## src/rtl/data_mem_wbuf.sv

```systemverilog
// Data-memory front end with a DEPTH-entry posted write buffer draining to a single-port RAM.
// Define WBUF_FORWARD_EN to enable store-to-load forwarding and load bypass of pending drains.
module data_mem_wbuf #(
    parameter int DEPTH = 4
) (
    input  logic        clk,
    input  logic        rst_b,
    input  logic [31:0] mem_addr,
    input  logic [7:0]  mem_data_in [0:3],
    input  logic        mem_write_en,
    input  logic        mem_read_en,
    output logic [7:0]  mem_data_out [0:3],
    output logic        stall,
    output logic [31:0] ram_addr,
    output logic [31:0] ram_wdata,
    output logic        ram_we,
    output logic        ram_re,
    input  logic [31:0] ram_rdata,
    input  logic        ram_ready
);
    localparam int PW = (DEPTH > 2) ? $clog2(DEPTH) : 1;

    typedef enum logic [1:0] {IDLE = 2'd0, WR = 2'd1, RD = 2'd2, RDONE = 2'd3} state_t;

    state_t         state_r, state_s;
    logic [29:0]    buf_addr_r [DEPTH];
    logic [31:0]    buf_data_r [DEPTH];
    logic [PW-1:0]  head_r, tail_r;
    logic [PW:0]    count_r;
    logic [31:0]    rdata_r;

    logic [31:0]    wr_word_s, out_word_s, fwd_data_s;
    logic           is_store_s, is_load_s, full_s, drain_s, enq_s, deq_s;
    logic           hit_s, cover_s, can_read_s;
    logic           unused_s;

    assign unused_s   = ^mem_addr[1:0];
    assign wr_word_s  = {mem_data_in[0], mem_data_in[1], mem_data_in[2], mem_data_in[3]};
    assign is_store_s = mem_write_en;
    assign is_load_s  = mem_read_en & ~mem_write_en;
    assign full_s     = (count_r == (PW+1)'(DEPTH));
    assign drain_s    = (state_r == WR) & ram_ready;
    // A full buffer still accepts a store on the edge that retires the head entry.
    assign enq_s      = is_store_s & (~full_s | drain_s);
    assign deq_s      = drain_s;
    assign cover_s    = is_load_s & hit_s;

`ifdef WBUF_FORWARD_EN
    logic [PW-1:0] fwd_idx_s;

    // Scan oldest to newest so the youngest matching entry wins.
    always_comb begin
        hit_s      = 1'b0;
        fwd_data_s = 32'd0;
        fwd_idx_s  = head_r;
        for (int i = 0; i < DEPTH; i++) begin
            fwd_idx_s = head_r + PW'(i);
            if (((PW+1)'(i) < count_r) && (buf_addr_r[fwd_idx_s] == mem_addr[31:2])) begin
                hit_s      = 1'b1;
                fwd_data_s = buf_data_r[fwd_idx_s];
            end else begin
                hit_s      = hit_s;
            end
        end
    end
    assign can_read_s = 1'b1;
`else
    assign hit_s      = 1'b0;
    assign fwd_data_s = 32'd0;
    assign can_read_s = (count_r == '0);
`endif

    // FSM state register.
    always_ff @(posedge clk or negedge rst_b) begin
        if (!rst_b) state_r <= IDLE;
        else        state_r <= state_s;
    end

    // Next-state selection; uncovered loads take priority over draining when allowed.
    always_comb begin
        state_s = state_r;
        case (state_r)
            IDLE: begin
                if (is_load_s && !cover_s && can_read_s)  state_s = RD;
                else if ((count_r != '0) || enq_s)        state_s = WR;
                else                                      state_s = IDLE;
            end
            WR: begin
                if (ram_ready) state_s = IDLE;
                else           state_s = WR;
            end
            RD: begin
                if (ram_ready) state_s = RDONE;
                else           state_s = RD;
            end
            RDONE:   state_s = IDLE;
            default: state_s = IDLE;
        endcase
    end

    // RAM request, core stall and load data; all forced low while reset is held.
    always_comb begin
        ram_we     = 1'b0;
        ram_re     = 1'b0;
        ram_addr   = 32'd0;
        ram_wdata  = 32'd0;
        stall      = 1'b0;
        out_word_s = 32'd0;
        if (rst_b) begin
            case (state_r)
                WR: begin
                    ram_we    = 1'b1;
                    ram_addr  = {buf_addr_r[head_r], 2'b00};
                    ram_wdata = buf_data_r[head_r];
                end
                RD: begin
                    ram_re   = 1'b1;
                    ram_addr = {mem_addr[31:2], 2'b00};
                end
                default: ram_we = 1'b0;
            endcase
            if (state_r == RDONE) out_word_s = rdata_r;
            else if (cover_s)     out_word_s = fwd_data_s;
            else                  out_word_s = 32'd0;
            if (is_store_s)     stall = ~enq_s;
            else if (is_load_s) stall = ~(cover_s | (state_r == RDONE));
            else                stall = 1'b0;
        end else begin
            stall = 1'b0;
        end
    end

    // Big-endian byte lanes toward the core.
    always_comb begin
        mem_data_out[0] = out_word_s[31:24];
        mem_data_out[1] = out_word_s[23:16];
        mem_data_out[2] = out_word_s[15:8];
        mem_data_out[3] = out_word_s[7:0];
    end

    // Buffer payload storage; validity is tracked by the pointers alone.
    always_ff @(posedge clk) begin
        if (enq_s) begin
            buf_addr_r[tail_r] <= mem_addr[31:2];
            buf_data_r[tail_r] <= wr_word_s;
        end
    end

    // FIFO pointers and occupancy.
    always_ff @(posedge clk or negedge rst_b) begin
        if (!rst_b) begin
            head_r  <= '0;
            tail_r  <= '0;
            count_r <= '0;
        end else begin
            if (enq_s) tail_r <= tail_r + PW'(1'b1);
            if (deq_s) head_r <= head_r + PW'(1'b1);
            case ({enq_s, deq_s})
                2'b10:   count_r <= count_r + (PW+1)'(1'b1);
                2'b01:   count_r <= count_r - (PW+1)'(1'b1);
                default: count_r <= count_r;
            endcase
        end
    end

    // Load result register, presented during RDONE.
    always_ff @(posedge clk or negedge rst_b) begin
        if (!rst_b)                          rdata_r <= 32'd0;
        else if ((state_r == RD) && ram_ready) rdata_r <= ram_rdata;
        else                                 rdata_r <= rdata_r;
    end
endmodule

```

## config.mk

```make
export PLATFORM = sky130hd
export DESIGN_NAME = data_mem_wbuf
export DESIGN_NICKNAME = d
export VERILOG_FILES = /design/src/rtl/data_mem_wbuf.sv
export SDC_FILE = /design/constraint.sdc
export NUM_CORES = 1
export LEC_CHECK = 0
export ABC_AREA = 1
export CAP_MARGIN = 20
export CELL_PAD_IN_SITES_DETAIL_PLACEMENT = 1
export CELL_PAD_IN_SITES_GLOBAL_PLACEMENT = 2
export CORE_UTILIZATION = 31
export DETAILED_ROUTE_END_ITERATION = 8
export GPL_ROUTABILITY_DRIVEN = 0
export PLACE_DENSITY_LB_ADDON = 0.1
export SLEW_MARGIN = 15
export SYNTH_ARGS = -nofsm -noshare
export SYNTH_HDL_FRONTEND = slang
export SYNTH_SLANG_ARGS = --single-unit
export TNS_END_PERCENT = 5
```

## constraint.sdc

```tcl
create_clock -name clk -period 4.45 [get_ports clk]
set_input_delay 1.335 -clock clk [delete_from_list [all_inputs] [get_ports clk]]
set_output_delay 1.335 -clock clk [all_outputs]
set_load 0.01 [all_outputs]
```

==> results of run 1 <==
state kept, by name (all words and copies together) (netlist names):
name,count
buf_addr_r,120
buf_data_r,128
count_r,3
head_r,2
rdata_r,32
state_r,2
tail_r,2
worst min-delay path: stages (launching register included):
cell and delay [ns]:
dfrtp_1 0.32, inv_1 0.05, a21oi_1 0.10
through the flow:
step	instances	area [um^2]	hold WS [ns]	power, mW	TNS, ns
final	1923	16000	0.510	9.70	0
after global routing	1923	16000	0.521	10.4	0
after CTS	1923	16000	0.516	9.91	0
after detailed placement	1865	15000	0.504	7.31	0
after global placement	1865	15000	0.489	7.22	0
after floorplan	1193	12400	0.468	5.88	-74.75
how the worst max path moves through the flow:
stage / from / end / slack, ns / depth (start not counted)
after floorplan: ram_ready / buf_addr_r[0][0]$_DFFE_PP_ / -0.30 / 4
after global placement: ram_ready / stall / 0.28 / 6
after detailed placement: ram_ready / stall / 0.27 / 6
after CTS: head_r[0]$_DFFE_PN0P_ / ram_wdata[30] / 0.15 / 6
after global routing: head_r[0]$_DFFE_PN0P_ / ram_addr[2] / 0.06 / 8
final: head_r[0]$_DFFE_PN0P_ / ram_addr[2] / 0.27 / 8
Yosys cell counts (4+ instances only):
cell	count
edfxtp_1	248
buf_1	4
inv_1	172
nand2_1	218
nor2_1	201
buf_4	9
clkbuf_1	35
o21ai_1	18
o21ai_0	51
ha_1	9
a21oi_1	96
dfrtp_1	41
buf_2	12
buf_6	6
nand3_1	61
layout make-up:
class | count | area [um^2]
clock buffers | 46 | 970
clock inverters | 12 | 55.1
fillers | 4286 | 23000
inverters | 174 | 656
multi-input cells | 664 | 2940
flip-flops and latches | 289 | 8480
well taps | 518 | 648
repair buffers | 220 | 2250
routing by layer:
layer / vias up / GRT usage (%) / wire length, um
li1: 4239 / - / -
met1: 4255 / 21.0 / 14900
met2: 143 / 28.7 / 16200
met3: 39 / 3.14 / 1380
met4: 4 / 4.19 / 556
met5: - / 0 / 29
kinds of logic (layout without fill, tap and decap cells):
| family | after synthesis | in the layout | share of synthesized area, % |
|---|---|---|---|
| compound gates | 166 | 166 | 6.73 |
| xor+xnor | 4 | 4 | 0.283 |
| fa+ha+maj | 10 | 10 | 1.07 |
| buf+inv | 240 | 452 | 8.05 |
| flops | 289 | 289 | 68.5 |
| other cells | 1 | 2 | 0.0303 |
| simple gates | 482 | 482 | 15.3 |
placed cells by master (no fill, tap or decap):
cell / count
edfxtp_1: 248
nand2_1: 217
nor2_1: 197
clkdlybuf4s50_1: 194
inv_1: 172
a21oi_1: 96
nand3_1: 61
o21ai_0: 51
dfrtp_1: 39
clkbuf_16: 37
o21ai_1: 18
buf_4: 15
buf_12: 9
clkbuf_1: 8
ha_1: 7
clkinv_1: 7
nor2_4: 4
clkinv_2: 4
xor2_1: 3
ha_2: 2
conb_1: 2
nand2_2: 1
nand4_1: 1
o22ai_1: 1
inv_4: 1
inv_2: 1
and3_1: 1
xnor2_1: 1
fa_1: 1
clkbuf_8: 1
inv_6: 1
dfrtp_4: 1
dfrtp_2: 1
buf_2: 1
buf_6: 1
power by group through the flow:
stage	logic (mW)	registers [mW]	clock network, mW
final	3.35	3.79	2.56
after global routing	3.78	3.86	2.74
after CTS	3.47	3.80	2.64
after detailed placement	3.45	3.86	0
after global placement	3.38	3.83	0
after floorplan	2.06	3.82	0
==> results.sh, run 1 <==
export IMPL_die_area_mm2=0.0407
export IMPL_arrival_ns=2.85
export IMPL_min_from="rdata_r[1]$_DFFE_PN0P_"
export IMPL_relSlewSlack_pct=37.7
export IMPL_grt_pass1_wl_mm=51.8
export IMPL_insertion_delay_ns=0.50
export IMPL_timing_rr_end="buf_addr_r[3][8]$_DFFE_PP_"
export IMPL_die_h_um=202
export IMPL_worstMarginPinSlew_ns=0.931
export IMPL_cp_top_family="buffers and inverters"
export IMPL_cts_max_level=2
export IMPL_root_buffer="clkbuf_16"
export IMPL_grt_overflow_total=0
export IMPL_cts_tree="yes"
export IMPL_vias=8680
export IMPL_power_switching_mw=3.35
export IMPL_track_usage_pct=16.5
export IMPL_pwr_share_seq_pct=39.1
export IMPL_path_buf_inv=3
export IMPL_peakVddDrop_mv=0.266
export IMPL_synth_edff_count=248
export IMPL_synthFlopType="edfxtp_1"
export IMPL_area_growth_pct=29.4
export IMPL_io_pins=200
export IMPL_place_ws_ns=0.273
export IMPL_grt_antenna_before_repair=2
export IMPL_nets=1495
export IMPL_routed_wl_mm=33.0
export IMPL_initial_utilization_pct=31.7
export IMPL_skew_ns=0.0120
export IMPL_hold_buffers=0
export IMPL_maxSlewViolCount=0
export IMPL_cts_setup_buffers=0
export IMPL_fp_dieW_um=202
export IMPL_clock_sinks=289
export IMPL_p_comb_share_pct=34.5
export IMPL_path_cells="inv_4 -> buf_12 -> nand2_1 -> nand3_1 -> nand2_1 -> nand2_1 -> a21oi_1 -> clkdlybuf4s50_1"
export IMPL_critPathMaxStageDelay_ns=0.59
export IMPL_cts_resized=0
export IMPL_syn_area_mm2=0.0124
export IMPL_end_kind="primary output"
export IMPL_synth_top_area_cell="edfxtp_1"
export IMPL_yosysWarnings=0
export IMPL_crit_path_start_kind="register"
export IMPL_cp_slowest_cell="dfrtp_4"
export IMPL_clkTransAtPathRegs_ns=0.06
export IMPL_worstRegToRegCells=8
export IMPL_hold_path_depth=2
export IMPL_rr_startpoint="state_r[1]$_DFF_PN0_"
export IMPL_wl_per_cell_um=17.2
export IMPL_grt_pass1_vias=9237
export IMPL_reg2reg_slack_ns=1.96
export IMPL_grt_start_max_net_pins=64
export IMPL_yosys_top_cells_area="edfxtp_1 (60%), dfrtp_1 (8.3%), nand2_1 (6.6%)"
export IMPL_detail_route_antenna_nets=0
export IMPL_min_period_ns=4.18
export IMPL_status="complete, no violations"
export IMPL_clkPwrFrac_pct=26.4
export IMPL_path_max_fanout=55
export IMPL_drc=0
export IMPL_worstSetupPathType="register to primary output"
export IMPL_maxCapViolCount=0
export IMPL_p_sw_share_pct=34.5
export IMPL_fmax_ghz=0.239
export IMPL_final_setup_worst_slack_ns=0.266
export IMPL_path_common_cell="nand2_1"
export IMPL_fin_crit_sh_pct=94.0
export IMPL_p_leak_nw=6.41
export IMPL_synth_top_area_share_pct=60.2
export IMPL_synthCells=1192
export IMPL_finalHoldViolations=0
export IMPL_synthArstFlopShare_pct=14.2
export IMPL_p_int_mw=6.35
export IMPL_drt_iter0_markers=363
export IMPL_cts_buffers_inserted=35
export IMPL_dp_hpwl_mm=19.9
export IMPL_portBuffers=195
export IMPL_cp_required_ns=3.12
export IMPL_fin_util_pct=41.0
export IMPL_rsz0062_at_grt="no"
export IMPL_synth_cell_types=23
export IMPL_setup_viol=0
export IMPL_synth_seq_cells=289
export IMPL_drtPass1Iterations=4
export IMPL_cts_buffer_depth=3
export IMPL_vias_per_cell=4.51
export IMPL_avgSynthCellArea_um2=10.4
export IMPL_num_rows=72
export IMPL_p_per_area_mw_per_mm2=607
export IMPL_diodes=0
export IMPL_yosysSeqAreaShare_pct=68.5
export IMPL_drive_gt1_share_pct=5.69
export IMPL_core_area_mm2=0.0390
export IMPL_whs_endpoint="rdata_r[1]$_DFFE_PN0P_"
export IMPL_hold_path_class="register to register"
Note: power is estimated with default switching activity, not from simulation.
==> run 2: changes to the inputs <==
CORE_UTILIZATION = 30   (was 31)
==> results.sh, run 2 (synthesis gave the netlist of run 1 again) <==
export IMPL_path_max_fanout=5
export IMPL_cts_buffers_inserted=34
export IMPL_area_growth_pct=28.9
export IMPL_p_per_area_mw_per_mm2=600
export IMPL_cts_tree="yes"
export IMPL_grt_pass1_vias=9185
export IMPL_top_regs="buf_data_r: 128 flops, buf_addr_r: 120 flops, rdata_r: 32 flops"
export IMPL_timing_rr_end="buf_addr_r[3][23]$_DFFE_PP_"
export IMPL_vias_per_cell=4.47
export IMPL_cts_setup_buffers=0
export IMPL_cts_max_level=2
export IMPL_peakVddDrop_mv=0.380
export IMPL_startpoint="mem_addr[26]"
export IMPL_cp_slowest_cell="clkdlybuf4s50_1"
export IMPL_reg2reg_slack_ns=2.00
export IMPL_cts_resized=0
export IMPL_maxSlewViolCount=0
export IMPL_portBuffers=195
export IMPL_wl_per_cell_um=17.3
export IMPL_cp_required_ns=3.12
export IMPL_regMostFlops="buf_data_r"
export IMPL_routed_wl_mm=33.5
export IMPL_worstSetupPathType="input pin to primary output"
export IMPL_clock_sinks=289
export IMPL_path_cells="clkdlybuf4s50_1 -> nand2_1 -> a21oi_1 -> clkdlybuf4s50_1"
export IMPL_diodes=0
export IMPL_grt_pass1_wl_mm=51.8
export IMPL_maxCapViolCount=0
export IMPL_vias=8631
export IMPL_root_buffer="clkbuf_16"
export IMPL_setup_viol=0
export IMPL_num_rows=73
export IMPL_largest_reg_flops=128
export IMPL_drt_iter0_markers=340
export IMPL_rsz0062_at_grt="no"
export IMPL_initial_utilization_pct=30.8
export IMPL_rr_startpoint="state_r[1]$_DFF_PN0_"
export IMPL_die_area_mm2=0.0420
export IMPL_fin_crit_sh_pct=95.7
export IMPL_drtPass1Iterations=4
export IMPL_finalHoldViolations=0
export IMPL_hold_buffers=0
export IMPL_fin_util_pct=39.7
export IMPL_detail_route_antenna_nets=0
export IMPL_crit_path_start_kind="input pin"
export IMPL_relSlewSlack_pct=47.8
export IMPL_core_area_mm2=0.0402
export IMPL_path_common_cell="clkdlybuf4s50_1"
export IMPL_crit_end="ram_addr[26]"
export IMPL_io_pins=200
export IMPL_final_common_cell="edfxtp_1"
export IMPL_drive_gt1_share_pct=5.83
export IMPL_end_kind="primary output"
export IMPL_hold_path_class="register to register"
export IMPL_final_setup_worst_slack_ns=0.190
export IMPL_status="complete, no violations"
export IMPL_worstRegToRegCells=8
export IMPL_p_leak_nw=6.39
export IMPL_dp_hpwl_mm=20.0
export IMPL_critPathMaxStageDelay_ns=0.62
export IMPL_insertion_delay_ns=0.51
export IMPL_fmax_ghz=0.235
export IMPL_track_usage_pct=16.2
export IMPL_grt_overflow_total=0
export IMPL_min_period_ns=4.26
export IMPL_fp_dieW_um=205
export IMPL_clkTransAtPathRegs_ns=0.06
export IMPL_worstMarginPinSlew_ns=0.781
export IMPL_drc=0
export IMPL_nets=1496
export IMPL_cts_buffer_depth=3
export IMPL_most_common_layout_cells="edfxtp_1 (248), nand2_1 (216), nor2_1 (197), clkdlybuf4s50_1 (194), inv_1 (172)"
export IMPL_arrival_ns=2.92
export IMPL_place_ws_ns=0.221
export IMPL_grt_antenna_before_repair=0
export IMPL_grt_start_max_net_pins=126
export IMPL_die_h_um=205
export IMPL_skew_ns=0.0137
-- run 2: critical path: cells and delay by family --
| kind | cells | cell delay, ns |
|---|---|---|
| buffers and inverters | 2 | 1.17 |
| AOI/OAI and AO/OA | 1 | 0.34 |
| and+or+nand+nor | 1 | 0.07 |
-- run 2: worst min-delay path by stage --
stage	from	endpoint	slack (ns)	depth (start not counted)
6_report	count_r[0]$_DFFE_PN0P_	count_r[0]$_DFFE_PN0P_	0.50	1
4_1_cts	count_r[0]$_DFFE_PN0P_	count_r[0]$_DFFE_PN0P_	0.51	1
3_5_place_dp	count_r[0]$_DFFE_PN0P_	count_r[0]$_DFFE_PN0P_	0.50	1
5_1_grt	count_r[0]$_DFFE_PN0P_	count_r[0]$_DFFE_PN0P_	0.53	1
2_1_floorplan	count_r[0]$_DFFE_PN0P_	count_r[0]$_DFFE_PN0P_	0.47	1
3_3_place_gp	count_r[0]$_DFFE_PN0P_	count_r[0]$_DFFE_PN0P_	0.49	1
-- run 2: power by group --
group	switching [mW]	internal, mW
Sequential	0.149	3.62
Combinational	2.15	1.19
Clock	1.02	1.43
-- run 2: cell type report --
type | instances | area [um^2]
clock inverter | 12 | 57.6
clock buffer | 45 | 913
fill | 4450 | 24300
inverter | 174 | 656
tap | 525 | 657
sequential | 289 | 8480
timing repair buffer | 222 | 2240
multi-input combinational | 664 | 2940
-- run 2: metal layers --
metal	routed length (um)	up-vias	track usage, %	share of wire [%]
met5	0	-	0	0
met4	657	0	4.37	2.0
met3	1570	44	3.50	4.7
met2	16000	150	27.7	48
met1	15200	4197	20.6	45
li1	-	4240	-	-
-- run 2: metrics by stage --
step / cells / instance area (um^2) / hold slack (ns) / total power [mW] / TNS [ns]
after floorplan: 1193 / 12400 / 0.468 / 5.88 / -74.75
after global placement: 1874 / 15000 / 0.488 / 7.23 / 0
after detailed placement: 1874 / 15000 / 0.495 / 7.30 / 0
after CTS: 1931 / 15900 / 0.505 / 9.82 / 0
after global routing: 1931 / 15900 / 0.525 / 10.3 / 0
final: 1931 / 15900 / 0.499 / 9.57 / 0
